$ cat src/rtl/handle_guess_master.sv
// Master-side guess handler: validates the local BCD entry, marks the circle bitmap and
// sends SEL_NUM / STATE_WIN over a req/ack link. Optional ack-timeout retry via GUESS_TX_RETRY_EN.
module handle_guess_master #(
    parameter int unsigned ACK_TIMEOUT = 1024,
    parameter int unsigned MAX_RETRY   = 3
) (
    input  logic         clk,
    input  logic         rst,
    input  logic         interboard_rst,
    input  logic [3:0]   cur_game_state,
    input  logic         start_guess,
    input  logic         clear_guess,
    input  logic [7:0]   cur_number_BCD,
    input  logic         enter_pulse,
    input  logic [124:0] num_to_pos,
    input  logic         win_pulse,
    input  logic         tx_ack,
    output logic         tx_req,
    output logic [2:0]   tx_msg_type,
    output logic [4:0]   tx_number,
    output logic         guess_done,
    output logic         link_err,
    output logic [24:0]  circle
);

    // Encodings shared with slave_game_macro.v / message_macro.v
    localparam logic [3:0] GAME_P1_GUESS = 4'd2;
    localparam logic [2:0] SEL_NUM       = 3'd1;
    localparam logic [2:0] STATE_WIN     = 3'd5;

    typedef enum logic [2:0] {
        IDLE           = 3'd0,
        WAIT_PLAYER_IN = 3'd1,
        SEND           = 3'd2,
        WAIT_GAP       = 3'd3,
        FIN            = 3'd4
    } state_t;

    state_t       state_r, next_state_s;
    logic [6:0]   cur_number_s;
    logic [4:0]   pos_s;
    logic [31:0]  circle_ext_s;
    logic         valid_s, accept_guess_s, accept_win_s;
    logic         tx_req_d_s, guess_done_d_s, link_err_d_s;
    logic         tx_req_r, guess_done_r, link_err_r;
    logic [2:0]   msg_type_r;
    logic [4:0]   number_r;
    logic [24:0]  circle_r;

`ifdef GUESS_TX_RETRY_EN
    localparam logic [31:0] TO_LAST   = 32'(ACK_TIMEOUT - 1);
    localparam logic [31:0] RETRY_MAX = 32'(MAX_RETRY);
    logic [31:0] timeout_cnt_r, retry_cnt_r;
    logic        timeout_s;
    assign timeout_s = (state_r == SEND) && !tx_ack && (timeout_cnt_r == TO_LAST);
`endif

    // 7-bit value wraps for non-BCD digits; such wrapped values are still range-checked
    assign cur_number_s = ({3'b000, cur_number_BCD[7:4]} * 7'd10) + {3'b000, cur_number_BCD[3:0]};
    assign circle_ext_s = {7'd0, circle_r};

    // Board position lookup for the entered number
    always_comb begin
        pos_s = 5'd0;
        for (int n = 1; n <= 25; n++) begin
            if (cur_number_s == 7'(n)) begin
                pos_s = num_to_pos[5*n-1 -: 5];
            end else begin
                pos_s = pos_s;
            end
        end
    end

    assign valid_s        = (cur_number_s >= 7'd1) && (cur_number_s <= 7'd25) && !circle_ext_s[pos_s];
    assign accept_win_s   = (state_r == WAIT_PLAYER_IN) && win_pulse;
    assign accept_guess_s = (state_r == WAIT_PLAYER_IN) && !win_pulse && enter_pulse &&
                            (cur_game_state == GAME_P1_GUESS) && valid_s;

    // State register
    always_ff @(posedge clk or negedge rst) begin
        if (!rst) begin
            state_r <= IDLE;
        end else if (interboard_rst) begin
            state_r <= IDLE;
        end else begin
            state_r <= next_state_s;
        end
    end

    // Next-state logic
    always_comb begin
        next_state_s = state_r;
        case (state_r)
            IDLE: begin
                if (start_guess) next_state_s = WAIT_PLAYER_IN;
                else             next_state_s = IDLE;
            end
            WAIT_PLAYER_IN: begin
                if (accept_win_s || accept_guess_s) next_state_s = SEND;
                else                                next_state_s = WAIT_PLAYER_IN;
            end
            SEND: begin
                if (tx_ack) begin
                    next_state_s = (msg_type_r == SEL_NUM) ? FIN : IDLE;
`ifdef GUESS_TX_RETRY_EN
                end else if (timeout_s) begin
                    next_state_s = (retry_cnt_r == RETRY_MAX) ? IDLE : WAIT_GAP;
`endif
                end else begin
                    next_state_s = SEND;
                end
            end
            WAIT_GAP: next_state_s = SEND;
            FIN:      next_state_s = IDLE;
            default:  next_state_s = IDLE;
        endcase
    end

    // Output decode; the values are registered so they line up with the new state
    always_comb begin
        tx_req_d_s     = (next_state_s == SEND);
        guess_done_d_s = (next_state_s == FIN);
`ifdef GUESS_TX_RETRY_EN
        link_err_d_s   = timeout_s && (retry_cnt_r == RETRY_MAX);
`else
        link_err_d_s   = 1'b0;
`endif
    end

    // Registered outputs, latched message and circle bitmap
    always_ff @(posedge clk or negedge rst) begin
        if (!rst) begin
            tx_req_r     <= 1'b0;
            guess_done_r <= 1'b0;
            link_err_r   <= 1'b0;
            msg_type_r   <= 3'd0;
            number_r     <= 5'd0;
            circle_r     <= 25'd0;
        end else if (interboard_rst) begin
            tx_req_r     <= 1'b0;
            guess_done_r <= 1'b0;
            link_err_r   <= 1'b0;
            msg_type_r   <= 3'd0;
            number_r     <= 5'd0;
            circle_r     <= 25'd0;
        end else begin
            tx_req_r     <= tx_req_d_s;
            guess_done_r <= guess_done_d_s;
            link_err_r   <= link_err_d_s;
            if (accept_win_s) begin
                msg_type_r <= STATE_WIN;
                number_r   <= 5'd0;
            end else if (accept_guess_s) begin
                msg_type_r <= SEL_NUM;
                number_r   <= cur_number_s[4:0];
            end else begin
                msg_type_r <= msg_type_r;
                number_r   <= number_r;
            end
            // Clear wins over a same-cycle mark
            if (clear_guess) begin
                circle_r <= 25'd0;
            end else if (accept_guess_s && (pos_s < 5'd25)) begin
                circle_r[pos_s] <= 1'b1;
            end else begin
                circle_r <= circle_r;
            end
        end
    end

`ifdef GUESS_TX_RETRY_EN
    // Ack timeout and retry counters
    always_ff @(posedge clk or negedge rst) begin
        if (!rst) begin
            timeout_cnt_r <= 32'd0;
            retry_cnt_r   <= 32'd0;
        end else if (interboard_rst) begin
            timeout_cnt_r <= 32'd0;
            retry_cnt_r   <= 32'd0;
        end else begin
            if ((state_r != SEND) || tx_ack) timeout_cnt_r <= 32'd0;
            else                             timeout_cnt_r <= timeout_cnt_r + 32'd1;
            if ((state_r == SEND) && tx_ack)  retry_cnt_r <= 32'd0;
            else if (timeout_s)               retry_cnt_r <= (retry_cnt_r == RETRY_MAX) ? 32'd0 : retry_cnt_r + 32'd1;
            else if (state_r == IDLE)         retry_cnt_r <= 32'd0;
            else                              retry_cnt_r <= retry_cnt_r;
        end
    end
`endif

    assign tx_req      = tx_req_r;
    assign tx_msg_type = msg_type_r;
    assign tx_number   = number_r;
    assign guess_done  = guess_done_r;
    assign link_err    = link_err_r;
    assign circle      = circle_r;

endmodule

$ cat config.mk
export PLATFORM = sky130hd
export DESIGN_NAME = handle_guess_master
export DESIGN_NICKNAME = d
export VERILOG_FILES = /design/src/rtl/handle_guess_master.sv
export SDC_FILE = /design/constraint.sdc
export NUM_CORES = 1
export LEC_CHECK = 0
export CAP_MARGIN = 10
export CORE_ASPECT_RATIO = 0.75
export CORE_MARGIN = 8
export CORE_UTILIZATION = 39
export DETAILED_ROUTE_END_ITERATION = 10
export GPL_TIMING_DRIVEN = 0
export PLACE_DENSITY_LB_ADDON = 0.08
export SLEW_MARGIN = 10
export SYNTH_ARGS = -nofsm -noshare
export SYNTH_HDL_FRONTEND = slang
export SYNTH_SLANG_ARGS = --single-unit
$ cat constraint.sdc
create_clock -name clk -period 2 [get_ports clk]
set_input_delay 0.4 -clock clk [delete_from_list [all_inputs] [get_ports clk]]
set_output_delay 0.4 -clock clk [all_outputs]
set_load 0.1 [all_outputs]
; ---- Word-level counts from Yosys, hierarchy flattened
; Index checks and enable logic that the tools add are counted.
[totals]
regBits = 38
output_inout_bits = 36
elab_cells = 107
[classes]
add_sub_neg = 1
bitwise = 1
reduce_logical = 15
eq_ne = 32
order_cmp = 5
muxes = 46
mul = 1
[op_table]
columns = op, count
row1 = $mux W5, 28
row2 = $mux W25, 3
row3 = $eq A7 B5 Y1 const B, 10
row4 = $eq A7 B4 Y1 const B, 8
row5 = $eq A7 B3 Y1 const B, 4
row6 = $or A25 B25 Y25, 1
row7 = $mux W3, 6
row8 = $eq A7 B2 Y1 const B, 2
row9 = $pmux W3 S4, 1
row10 = $eq A3 B2 Y1 const B, 3
row11 = $logic_and A1 B1 Y1, 9
row12 = $add A7 B4 Y7, 1
row13 = $eq A7 B1 Y1 const B, 1
row14 = $ge A7 B1 Y1 const B, 1
row15 = $le A7 B5 Y1 const B, 1
row16 = $eq A3 B1 Y1 const B, 2
row17 = $lt A5 B6 Y1 const B, 1
row18 = $mul A4 B3 Y6 const B, 1
row19 = $reduce_bool A3 Y1, 2
row20 = $bmux W1 S5, 1
row21 = $demux W1 S5, 1
row22 = $ge A5 B1 Y1 const B, 1
row23 = $lt A5 B5 Y1 const B, 1
row24 = $mux W1, 5
row25 = other kinds (6), 7

; ---- Depth between registers and ports, before layout
; Gate-level depths: netlist of run 1.
[logic_depth]
depth_word = 38
depth_mapped = 19
depth_no_buf = 14

; ---- Worst setup path before layout of run 1
; No wires, ideal clock.
[synth_path]
kind = input-to-reg
from = input cur_number_BCD[5]
to = register number_r[4] (netlist: tx_number[4])
path_buffers = 2
path_stages = 16
path_slack_ps = -2556
arrival_time_ps = 4477
setup_ps = 79
cell_sequence = ha_1 ha_1 fa_1 xor2_1 nor3_1 nand4_4 or3_1 o21a_2 and2_4 buf_6 a22o_1 a221o_1 a221o_1 nor3_4 buf_6 mux2i_1
[synth_via]
elab_chain_cells = 34
word_cells_on_any_way = 64
classes_between = 1 x add/sub / 1 x mul / 2 x order compare / 25 x eq/ne / 30 x mux / 5 x reduce/logical
[synth_lines]
columns = element, line
row1 = start: declaration, 13  ; input logic [7:0] cur_number_BCD,
row2 = $mul A4 B3 Y6 (*), 59  ; assign cur_number_s = ({3'b000, cur_number_BCD[7:4]} * 7'd10) + {3'b000, cur_number_BCD[3:0]};
row3 = $add A7 B4 Y7 (*), 59
row4 = $eq A7 B1 Y1, 66  ; if (cur_number_s == 7'(n)) begin
row5 = $mux W5 (25 in series), 66
row6 = $bmux W1 S5, 74  ; assign valid_s = (cur_number_s >= 7'd1) && (cur_number_s <= 7'd25) && !circle_ext_s[pos_s];
row7 = $mux W1 (implied by the code), 74
row8 = $logic_not A1 Y1, 74
row9 = $logic_and A1 B1 Y1, 74
row10 = $logic_and A1 B1 Y1, 77  ; (cur_game_state == GAME_P1_GUESS) && valid_s;
row11 = $reduce_bool A3 Y1 (no source line), -
row12 = end signal: assignment, 155  ; number_r <= cur_number_s[4:0];
row13 = end signal: assignment, 158  ; number_r <= number_r;
row14 = end: declaration, 47  ; logic [4:0] number_r;
; Mark *: on every way between the ends. The rest lies on a longest branch, timed or not. The select of a mux whose other input is x is not followed.
; A chain may end at the register's enable or synchronous reset.

; ---- Worst setup path in the final report of run 1
[layout_path]
from = input cur_number_BCD[7]
to = register circle_r[17] (netlist: circle[17])
[layout_via]
elab_chain_cells = 36
word_cells_on_any_way = 72
classes_between = 1 x add/sub / 1 x mul / 5 x order compare / 25 x eq/ne / 32 x mux / 1 x bitwise / 7 x reduce/logical
[layout_lines]
columns = element, line
row1 = $mul A4 B3 Y6 (*), 59
row2 = $add A7 B4 Y7 (*), 59
row3 = $eq A7 B1 Y1, 66
row4 = $mux W5 (25 in series), 66
row5 = $lt A5 B6 Y1 (implied by the code) / $ge A5 B1 Y1 (equally long branches), 164  ; circle_r[pos_s] <= 1'b1;
row6 = $logic_and A1 B1 Y1 (implied by the code), 164
row7 = $mux W1 (implied by the code), 164
row8 = $demux W1 S5, 164
row9 = $or A25 B25 Y25 (no source line), -
row10 = $mux W25, 163  ; end else if (accept_guess_s && (pos_s < 5'd25)) begin
row11 = $mux W25, 161  ; if (clear_guess) begin
row12 = $mux W25, 139  ; end else if (interboard_rst) begin
row13 = end signal: assignment, 166  ; circle_r <= circle_r;
row14 = end: declaration, 48  ; logic [24:0] circle_r;
; Marks and branches as above.

==> impl_metrics.py, run 1 <==
metrics = {
    "setup_path": {
        "startpoint_type": "input port",
        "path_cells": "buf_12 -> ha_4 -> ha_4 -> fa_2 -> a21boi_4 -> a221oi_4 -> nand3_2 -> buf_8 -> o32ai_4 -> a31oi_4 -> buf_6 -> o32ai_4 -> buf_6 -> a2111oi_4 -> a311oi_2 -> a221o_1 -> nor3_4 -> buf_4 -> buf_4 -> a32o_1",
        "end_kind": "flop",
        "crit_slowest_cell": "fa_2",
        "crit_type": "in2reg",
        "required_ns": 2.17,
        "crit_path_max_fanout": 8,
        "crit_buf_inv": 6,
        "arrival_ns": 4.46,
        "crit_family": "compound AO/OA/AOI/OAI gates",
        "crit_path_max_incr_delay_ns": 0.48,
    },
    "clocking": {
        "cts_root_buf": "clkbuf_16",
        "cts_max_level": 2,
        "numCtsBuffers": 5,
        "cts_sinks": 37,
        "clk_path_buf_depth": 2,
        "clk_pin_slew_worst_paths_ns": 0.06,
        "cts_tree": "yes",
        "clkLatencyLatePin_ns": 0.28,
    },
    "cells_and_area": {
        "n_antenna_cell": 0,
        "drive_gt1_share_pct": 27.6,
        "final_util_pct": 70.6,
        "area_growth_pct": 79.5,
        "final_area_sq_mm": 0.00715,
        "fin_nets": 867,
    },
    "place": {
        "gp_congestion": 0.933,
        "place_hpwl_mm": 14.3,
        "placed_area_sq_mm": 0.00606,
        "pre_cts_slack_ns": -3.68,
        "portBuffers": 176,
    },
    "detailed_routing": {
        "routed-via-count": 5217,
        "first_iter_violations": 624,
        "drc": 0,
        "drt-total-wl_mm": 18.9,
        "drt_pass1_iterations": 5,
        "vias_per_cell": 6.13,
        "wl_per_cell_um": 22.2,
        "ant_nets": 0,
    },
    "floorplan": {
        "placementRows": 32,
        "die_h_um": 104,
        "die_x_um": 133,
        "design.core.area_sq_mm": 0.0101,
        "die_area_sq_mm": 0.0137,
        "start_util_pct": 39.3,
        "io_pins": 181,
    },
    "global_route": {
        "antenna_found_initial": 0,
        "grt_pass1_vias": 5345,
        "grt_max_degree": 37,
        "grt_pass1_wl_mm": 29.5,
        "grt.overflow.total": 0,
        "grtUsageTotal_pct": 26.5,
    },
    "sta": {
        "tns_ns": -76.65,
        "slew_violations": 0,
        "min_period_over_period_pct": 215,
        "worst_pin_slew_ns": 0.989,
        "rsz0062_at_grt": "true",
        "max-slew-margin-rel_pct": 34.3,
        "hold_violations": 0,
        "min_period_ns": 4.30,
        "skew_ns": 0.00350,
        "fmax_ghz": 0.233,
        "setup_violations": 35,
        "holdWs_ns": 0.434,
        "fin_ws_ns": -2.30,
    },
    "synthesis": {
        "synth-compound-area-share_pct": 30.9,
        "yosysWarnings": 0,
        "synthXorXnorAreaFrac_pct": 1.22,
        "ys_ff_latch": 37,
        "syn_inst": 474,
        "async_flop_share_pct": 100,
        "synth-edff-count": 0,
        "synthAdderAreaFrac_pct": 3.14,
        "synth_mux_area_share_pct": 12.6,
        "synth-simple-area-share_pct": 22.8,
        "synth_top_area_share_pct": 23.2,
        "synth_area_leaders": "dfrtp_1 23%, mux2i_1 5.8%, nor2_1 3.8%, mux2_2 3.7%, nand2_1 3.7%",
        "synthDistinctLibCells": 86,
        "synth_top_family_by_area": "compound AO/OA/AOI/OAI gates",
        "netlist_area_sq_mm": 0.00399,
        "ys_seq_area_share_pct": 23.2,
        "ys.flop_type": "dfrtp_1",
        "yosysTopAreaCell": "dfrtp_1",
        "syn_area_per_cell_sq_um": 8.41,
    },
    "power": {
        "combPwrFrac_pct": 57.2,
        "internal_power_mw": 2.46,
        "vdd_drop_max_v": 0.000385,
        "p_clk_share_pct": 23.4,
        "pwr-share-seq_pct": 19.4,
        "switchingPower_mw": 1.50,
        "p_leak_nw": 2.99,
        "switching_share_pct": 37.9,
        "p_per_area_mw_per_mm2": 554,
    },
    "status": {
        "status": "complete, but fails checks",
        "failed_checks": "negative setup slack",
    },
    "min_path": {
        "hp-class": "in2async",
    },
    "flow_run": {
        "maxCapViolCount": 0,
    },
}
[final timing paths]
kind	start	to	slack, ns	cells after the start
hold / removal	rst	circle[18]	0.43	2
setup reg to reg	state_r[1]	state_r[0]	-0.58	9
min in group clk	circle[1]	circle[1]	0.52	1
max in group asynchronous	rst	circle[24]	1.18	3
setup / recovery	cur_number_BCD[7]	circle[17]	-2.30	20
hold reg to reg	circle[1]	circle[1]	0.52	1
[cell usage after synthesis, types with 3 or more instances]
cell type,n
a221oi_1,7
nand4_1,5
o211ai_1,3
o32ai_1,5
buf_6,3
buf_4,6
mux2_2,13
o21a_1,7
or3_1,4
ha_1,6
dfrtp_1,37
nand4b_1,3
o211a_1,4
a22o_1,11
nand3_1,24
nand2b_1,4
a22oi_1,3
a221o_1,6
or2_2,5
nor2_1,40
clkbuf_1,14
a32o_1,10
buf_2,15
o21ai_0,18
inv_1,9
mux4_2,5
nor3_1,10
a31oi_1,5
a21o_1,3
nand3b_1,3
nor2b_1,7
nor3b_1,4
o32a_1,4
and3_1,8
nand2_1,39
nor4_1,4
a211oi_1,5
o22ai_1,7
mux2i_1,23
a21oi_1,28
[worst reg2reg max path, stage by stage (launching register included)]
cell and delay (ns):
dfrtp_1 0.41, nor3b_1 0.33, nand4b_1 0.21, a211oi_1 0.49, o41ai_4 0.17, o21bai_4 0.22
nor3_4 0.19, buf_4 0.18, buf_4 0.18, o21ai_1 0.09
[per-layer routing]
layer,up-vias,global-route usage [%],part of all wire (%),wire length [um]
li1,2341,-,-,-
met1,2515,36.2,42,7920
met2,329,39.7,45,8420
met3,32,8.45,12,2200
met4,0,6.06,1.7,323
met5,-,0,0,0
[power groups by stage]
stage	registers [mW]	clock network, mW	logic, mW
6_report	0.769	0.927	2.27
5_1_grt	0.770	0.979	2.39
4_1_cts	0.768	0.936	2.17
3_5_place_dp	0.781	0	1.65
3_3_place_gp	0.781	0	1.63
2_1_floorplan	0.818	0	0.975
[logic make-up (layout without fill, tap and decap cells)]
logic type	after synthesis	after routing
XOR/XNOR	4	4
AO/OA/AOI/OAI	160	160
flip-flops	37	37
adder cells (fa/ha/maj)	9	9
multiplexers	42	42
buffers and inverters	48	288
other	1	2
AND/OR/NAND/NOR	173	173
[layout by cell type (no fill, tap or decap), drive strengths merged, types with 7 or more instances in the layout]
cell type	synthesis	layout
clkdlybuf4s50	0	135
buf	24	85
nor2	40	40
nand2	39	39
dfrtp	37	37
a21oi	28	28
dlygate4sd2	0	27
nand3	24	24
mux2i	23	23
clkbuf	14	23
o21ai	20	20
mux2	14	14
a22o	11	11
nor3	11	11
a32o	10	10
inv	9	9
and3	9	9
o21a	8	8
a221oi	8	8
nor2b	7	7
o22ai	7	7
[sequential cells by signal (all words and copies together) (netlist names)]
register and count:
circle 25, guess_done 1, state_r 3, tx_msg_type 2, tx_number 5, tx_req 1
[area by class of cell]
class,instances,area [sq um]
multi-input combinational,390,3370
fill,794,2980
timing repair buffer,233,2180
sequential,37,926
buffer,37,287
tap,136,170
clock buffer,7,143
inverter,10,37.5
clock inverter,1,30.0
[stage by stage]
step / power [mW] / cells
floorplan: 1.79 / 475
global placement: 2.41 / 787
detailed placement: 2.43 / 788
CTS: 3.87 / 846
global route: 4.14 / 851
finish: 3.96 / 851
[repair_timing]
action / 4_1_cts / 5_1_grt
setup endpoints to repair: 69 / 44
resized for setup: 164 / 23
hold buffers: 1 / 0
gates cloned: 3 / 0
setup buffers: 48 / 8
pin swaps: 40 / 10
endpoints found under the hold margin: 1 / 0
No activity file was read; power rests on OpenSTA's default activity.
==> inputs of run 2 (changes only) <==
Settings changed: CORE_ASPECT_RATIO 0.75 to 0.8, SLEW_MARGIN 10 to default.
==> impl_metrics.py, run 2 (same netlist as run 1, synthesis figures left out) <==
metrics = {
    "clocking": {
        "clk_pin_slew_worst_paths_ns": 0.06,
        "clkLatencyLatePin_ns": 0.29,
        "ctsHoldBuffers": 0,
        "cts_max_level": 2,
        "cts_tree": "yes",
        "cts_root_buf": "clkbuf_16",
        "numCtsBuffers": 5,
        "clk_path_buf_depth": 2,
        "cts_sinks": 37,
    },
    "setup_path": {
        "end_kind": "flop",
        "required_ns": 2.21,
        "crit_end": "tx_number[3]",
        "reg2reg_depth": 9,
        "arrival_ns": 4.38,
        "crit_type": "in2reg",
        "rrSetupSlack_ns": -0.61,
        "crit_start": "cur_number_BCD[7]",
        "startpoint_type": "input port",
        "crit_path_max_fanout": 6,
        "r2r-start": "state_r[1]",
        "r2r_end": "tx_number[3]",
    },
    "sta": {
        "hold_violations": 0,
        "fin_ws_ns": -2.17,
        "min_period_ns": 4.17,
        "fmax_ghz": 0.240,
        "worst_pin_slew_ns": 0.984,
        "setup_violations": 36,
        "tns_ns": -71.72,
        "slew_violations": 0,
        "max-slew-margin-rel_pct": 34.6,
        "skew_ns": 0.00422,
        "rsz0062_at_grt": "true",
        "min_period_over_period_pct": 209,
    },
    "power": {
        "vdd_drop_max_v": 0.000467,
        "p_total_mw": 3.94,
        "p_per_area_mw_per_mm2": 551,
        "p_leak_nw": 2.97,
    },
    "cells_and_area": {
        "area_growth_pct": 79.3,
        "n_antenna_cell": 0,
        "drive_gt1_share_pct": 28.1,
        "layout_common_cells": "136 x clkdlybuf4s50_1, 56 x buf_4, 37 x nand2_1, 37 x dfrtp_1, 33 x nor2_1",
        "fin_nets": 859,
        "final_common_cell": "clkdlybuf4s50_1",
        "largest_reg_flops": 25,
        "final_util_pct": 70.6,
    },
    "floorplan": {
        "io_pins": 181,
        "design.core.area_sq_mm": 0.0101,
        "start_util_pct": 39.4,
        "die_x_um": 129,
        "die_area_sq_mm": 0.0137,
        "die_h_um": 106,
        "placementRows": 33,
    },
    "detailed_routing": {
        "wl_per_cell_um": 22.6,
        "vias_per_cell": 6.08,
        "routed-via-count": 5152,
        "drc": 0,
        "first_iter_violations": 605,
        "routed-wl-met3_mm": 2.08,
        "wl_met1_mm": 8.05,
        "met2_length_mm": 8.62,
        "drt-total-wl_mm": 19.1,
        "ant_nets": 0,
        "drt_pass1_iterations": 6,
        "highest_layer": "met4",
    },
    "global_route": {
        "grt_pass1_vias": 5340,
        "grt.overflow.total": 0,
        "grtUsageTotal_pct": 27.0,
        "antenna_found_initial": 0,
        "grt_pass1_wl_mm": 29.1,
        "grt_max_degree": 38,
    },
    "min_path": {
        "hp-class": "in2async",
    },
    "status": {
        "status": "complete, but fails checks",
        "failed_checks": "negative setup slack",
    },
    "place": {
        "place_hpwl_mm": 14.2,
        "portBuffers": 176,
        "gp_congestion": 0.934,
    },
    "flow_run": {
        "maxCapViolCount": 0,
    },
}
[run 2: cell count changes in the layout (fill, tap and decap cells not counted), sizes merged]
| cell | delta |
|---|---|
| o32ai | +1 |
| clkinv | +1 |
| bufinv | -1 |
| clkdlybuf4s50 | +1 |
| clkdlybuf4s15 | -1 |
| dlygate4sd2 | +1 |
| clkbuf | -2 |
| buf | -7 |
| dlygate4sd3 | -1 |
[run 2: metrics by stage]
step                hold WS (ns)  cell area (sq um)  setup WS, ns  instances
finish                     0.205               7140         -2.17        847
global route               0.278               7140         -2.29        847
CTS                        0.224               7030         -2.18        845
detailed placement         0.500               6050         -3.62        791
global placement           0.496               6050         -3.57        791
floorplan                  0.104               4120         -2.28        475
[run 2: worst min-delay path by stage]
stage	to	slack, ns	cells past startpoint
after floorplan	circle[0]	0.10	0
after global placement	guess_done	0.50	1
after detailed placement	guess_done	0.50	1
after CTS	circle[21]	0.22	1
after global routing	circle[21]	0.28	1
final	circle[21]	0.20	1
[run 2: final cells by class]
cell class	instances	area, sq um
multi-input cells	391	3450
fillers	794	2970
repair buffers	227	2130
flip-flops and latches	37	926
plain buffers	34	268
well taps	140	175
clock buffers	7	153
inverters	10	37.5
clock inverters	1	5.00
[run 2: report_power, final]
group | leakage (nW) | internal, mW | total (mW) | switching [mW]
Clock | 0.0799 | 0.528 | 0.841 | 0.313
Sequential | 0.515 | 0.759 | 0.768 | 0.00921
Combinational | 2.37 | 1.08 | 2.33 | 1.24
[run 2: repair_timing]
item                       CTS  global route
buffers inserted            46             4
gates cloned                 4             0
resized for setup          163            34
pin swaps                   50            20
setup endpoints to repair   69            41
[run 2: layer usage]
layer	vias up	GRT usage, %
met5	-	0
li1	2329	-
met2	313	41.4
met4	0	6.53
met3	29	7.80
met1	2481	36.5
[run 2: worst max-delay path, cell delays in order]
cell      delay, ns
buf_8          0.10
ha_4           0.23
ha_4           0.15
fa_2           0.47
a21boi_4       0.18
a221oi_4       0.36
nand3_2        0.17
buf_8          0.17
buf_4          0.18
a21oi_4        0.18
o32a_4         0.26
o22ai_4        0.10
a221o_1        0.35
a221o_1        0.41
nor3_4         0.16
buf_12         0.15
buf_8          0.13
mux2i_1        0.19
==> inputs of run 3 (changes only) <==
Settings changed: ABC_CLOCK_PERIOD_IN_PS from default to 2000, GPL_TIMING_DRIVEN 0 to default, PLACE_DENSITY from default to 0.83, PLACE_DENSITY_LB_ADDON 0.08 to default.
==> impl_metrics.py, run 3 (same netlist as run 1, synthesis figures left out) <==
metrics = {
    "clocking": {
        "cts_root_buf": "clkbuf_16",
        "cts_sinks": 37,
        "clk_path_buf_depth": 2,
        "clkLatencyLatePin_ns": 0.28,
        "numCtsBuffers": 5,
        "clk_pin_slew_worst_paths_ns": 0.06,
        "cts_max_level": 2,
        "cts_tree": "yes",
        "ctsHoldBuffers": 0,
    },
    "status": {
        "status": "complete, but fails checks",
        "failed_checks": "negative setup slack",
    },
    "sta": {
        "min_period_ns": 4.17,
        "fmax_ghz": 0.240,
        "setup_violations": 35,
        "fin_ws_ns": -2.17,
        "slew_violations": 0,
        "skew_ns": 0.00598,
        "min_period_over_period_pct": 208,
        "tns_ns": -72.10,
        "rsz0062_at_grt": "true",
        "hold_violations": 0,
    },
    "setup_path": {
        "rrSetupSlack_ns": -0.54,
        "crit_start": "cur_number_BCD[7]",
        "startpoint_type": "input port",
        "crit_path_max_fanout": 6,
        "crit_path_max_incr_delay_ns": 0.41,
        "end_kind": "flop",
        "reg2reg_depth": 9,
        "crit_slowest_cell": "fa_2",
        "crit_end": "tx_number[1]",
        "arrival_ns": 4.36,
        "r2r_end": "tx_number[1]",
        "required_ns": 2.19,
        "crit_type": "in2reg",
        "r2r-start": "state_r[1]",
        "path_cells": "buf_8 -> ha_4 -> ha_4 -> fa_2 -> xor2_4 -> buf_6 -> nor3_4 -> nand4_4 -> or3_4 -> o21a_4 -> and2_4 -> a22o_1 -> a221o_1 -> a221o_1 -> nor3_4 -> buf_6 -> mux2i_1",
    },
    "detailed_routing": {
        "first_iter_violations": 488,
        "drt_pass1_iterations": 5,
        "routed-via-count": 5551,
        "ant_nets": 0,
        "drc": 0,
        "drt-total-wl_mm": 20.2,
        "wl_per_cell_um": 21.4,
        "vias_per_cell": 5.87,
    },
    "floorplan": {
        "die_area_sq_mm": 0.0137,
        "design.core.area_sq_mm": 0.0101,
        "die_x_um": 129,
        "start_util_pct": 39.4,
        "die_h_um": 106,
        "placementRows": 33,
        "io_pins": 181,
    },
    "cells_and_area": {
        "final_util_pct": 77.5,
        "drive_gt1_share_pct": 41.2,
        "largest_reg_flops": 25,
        "fin_nets": 957,
        "n_antenna_cell": 0,
        "fill_cells": 725,
        "layout_common_cells": "191 x buf_4, 137 x clkdlybuf4s50_1, 37 x dfrtp_1",
        "final_common_cell": "buf_4",
        "area_growth_pct": 96.6,
    },
    "min_path": {
        "hp-class": "in2async",
    },
    "flow_run": {
        "maxCapViolCount": 0,
    },
    "power": {
        "vdd_drop_max_v": 0.000381,
        "p_per_area_mw_per_mm2": 548,
        "p_leak_nw": 3.40,
        "p_total_mw": 4.29,
    },
    "global_route": {
        "grt.overflow.total": 0,
        "antenna_found_initial": 0,
        "grt_max_degree": 38,
        "grt_pass1_vias": 5834,
        "grt_pass1_wl_mm": 31.8,
        "grtUsageTotal_pct": 29.1,
    },
    "place": {
        "portBuffers": 178,
        "place_hpwl_mm": 15.8,
        "gp_congestion": 0.930,
    },
}
-- run 3: per-stage QoR --
step	hold slack (ns)	cell area (sq um)	setup slack, ns	cells
CTS	0.540	7690	-2.14	938
global placement	0.517	6980	-3.02	907
detailed placement	0.527	6980	-3.10	907
global route	0.568	7840	-2.27	945
floorplan	0.104	4120	-2.28	475
finish	0.541	7840	-2.17	945
-- run 3: repair_timing --
action / 4_1_cts / 5_1_grt
endpoints found under the setup margin: 35 / 35
resized for setup: 109 / 22
pin swaps: 53 / 21
cloned: 2 / 0
buffers inserted: 26 / 11
endpoints found under the hold margin: 0 / 0
-- run 3: how the worst min path moves through the flow --
stage	from	end	slack (ns)
2_1_floorplan	rst	circle[0]	0.10
3_3_place_gp	tx_number[3]	tx_number[3]	0.52
3_5_place_dp	circle[11]	circle[11]	0.53
4_1_cts	circle[11]	circle[11]	0.54
5_1_grt	tx_number[0]	tx_number[0]	0.57
6_report	rst	circle[23]	0.54
-- run 3: cell type report --
class	instances	area (sq um)	area share, %
clock inverter	2	37.5	0.479
inverter	10	37.5	0.479
tap	140	175	2.24
multi-input combinational	390	3330	42.5
timing repair buffer	360	3190	40.7
clock buffer	6	139	1.77
sequential	37	926	11.8
-- run 3: layer usage --
metal  track usage (%)  up-vias  share of wire, %
li1                  -     2515                 -
met4              6.36        0               2.0
met3              5.85       42               8.3
met5                 0        -                 0
met2              48.3      295                48
met1              38.1     2699                42
-- run 3: power by group --
group	internal, mW	total (mW)	switching [mW]
clock	0.622	0.935	0.312
sequential	0.759	0.768	0.00978
combinational	1.34	2.59	1.25
total	2.72	4.29	1.57
-- run 3: critical path, delay by kind of cell --
kind	cells	cell delay [ns]
simple gates	5	1.18
compound gates	4	1.16
fa+ha+maj	3	0.80
buf+inv	3	0.41
mux	1	0.21
xor+xnor	1	0.19
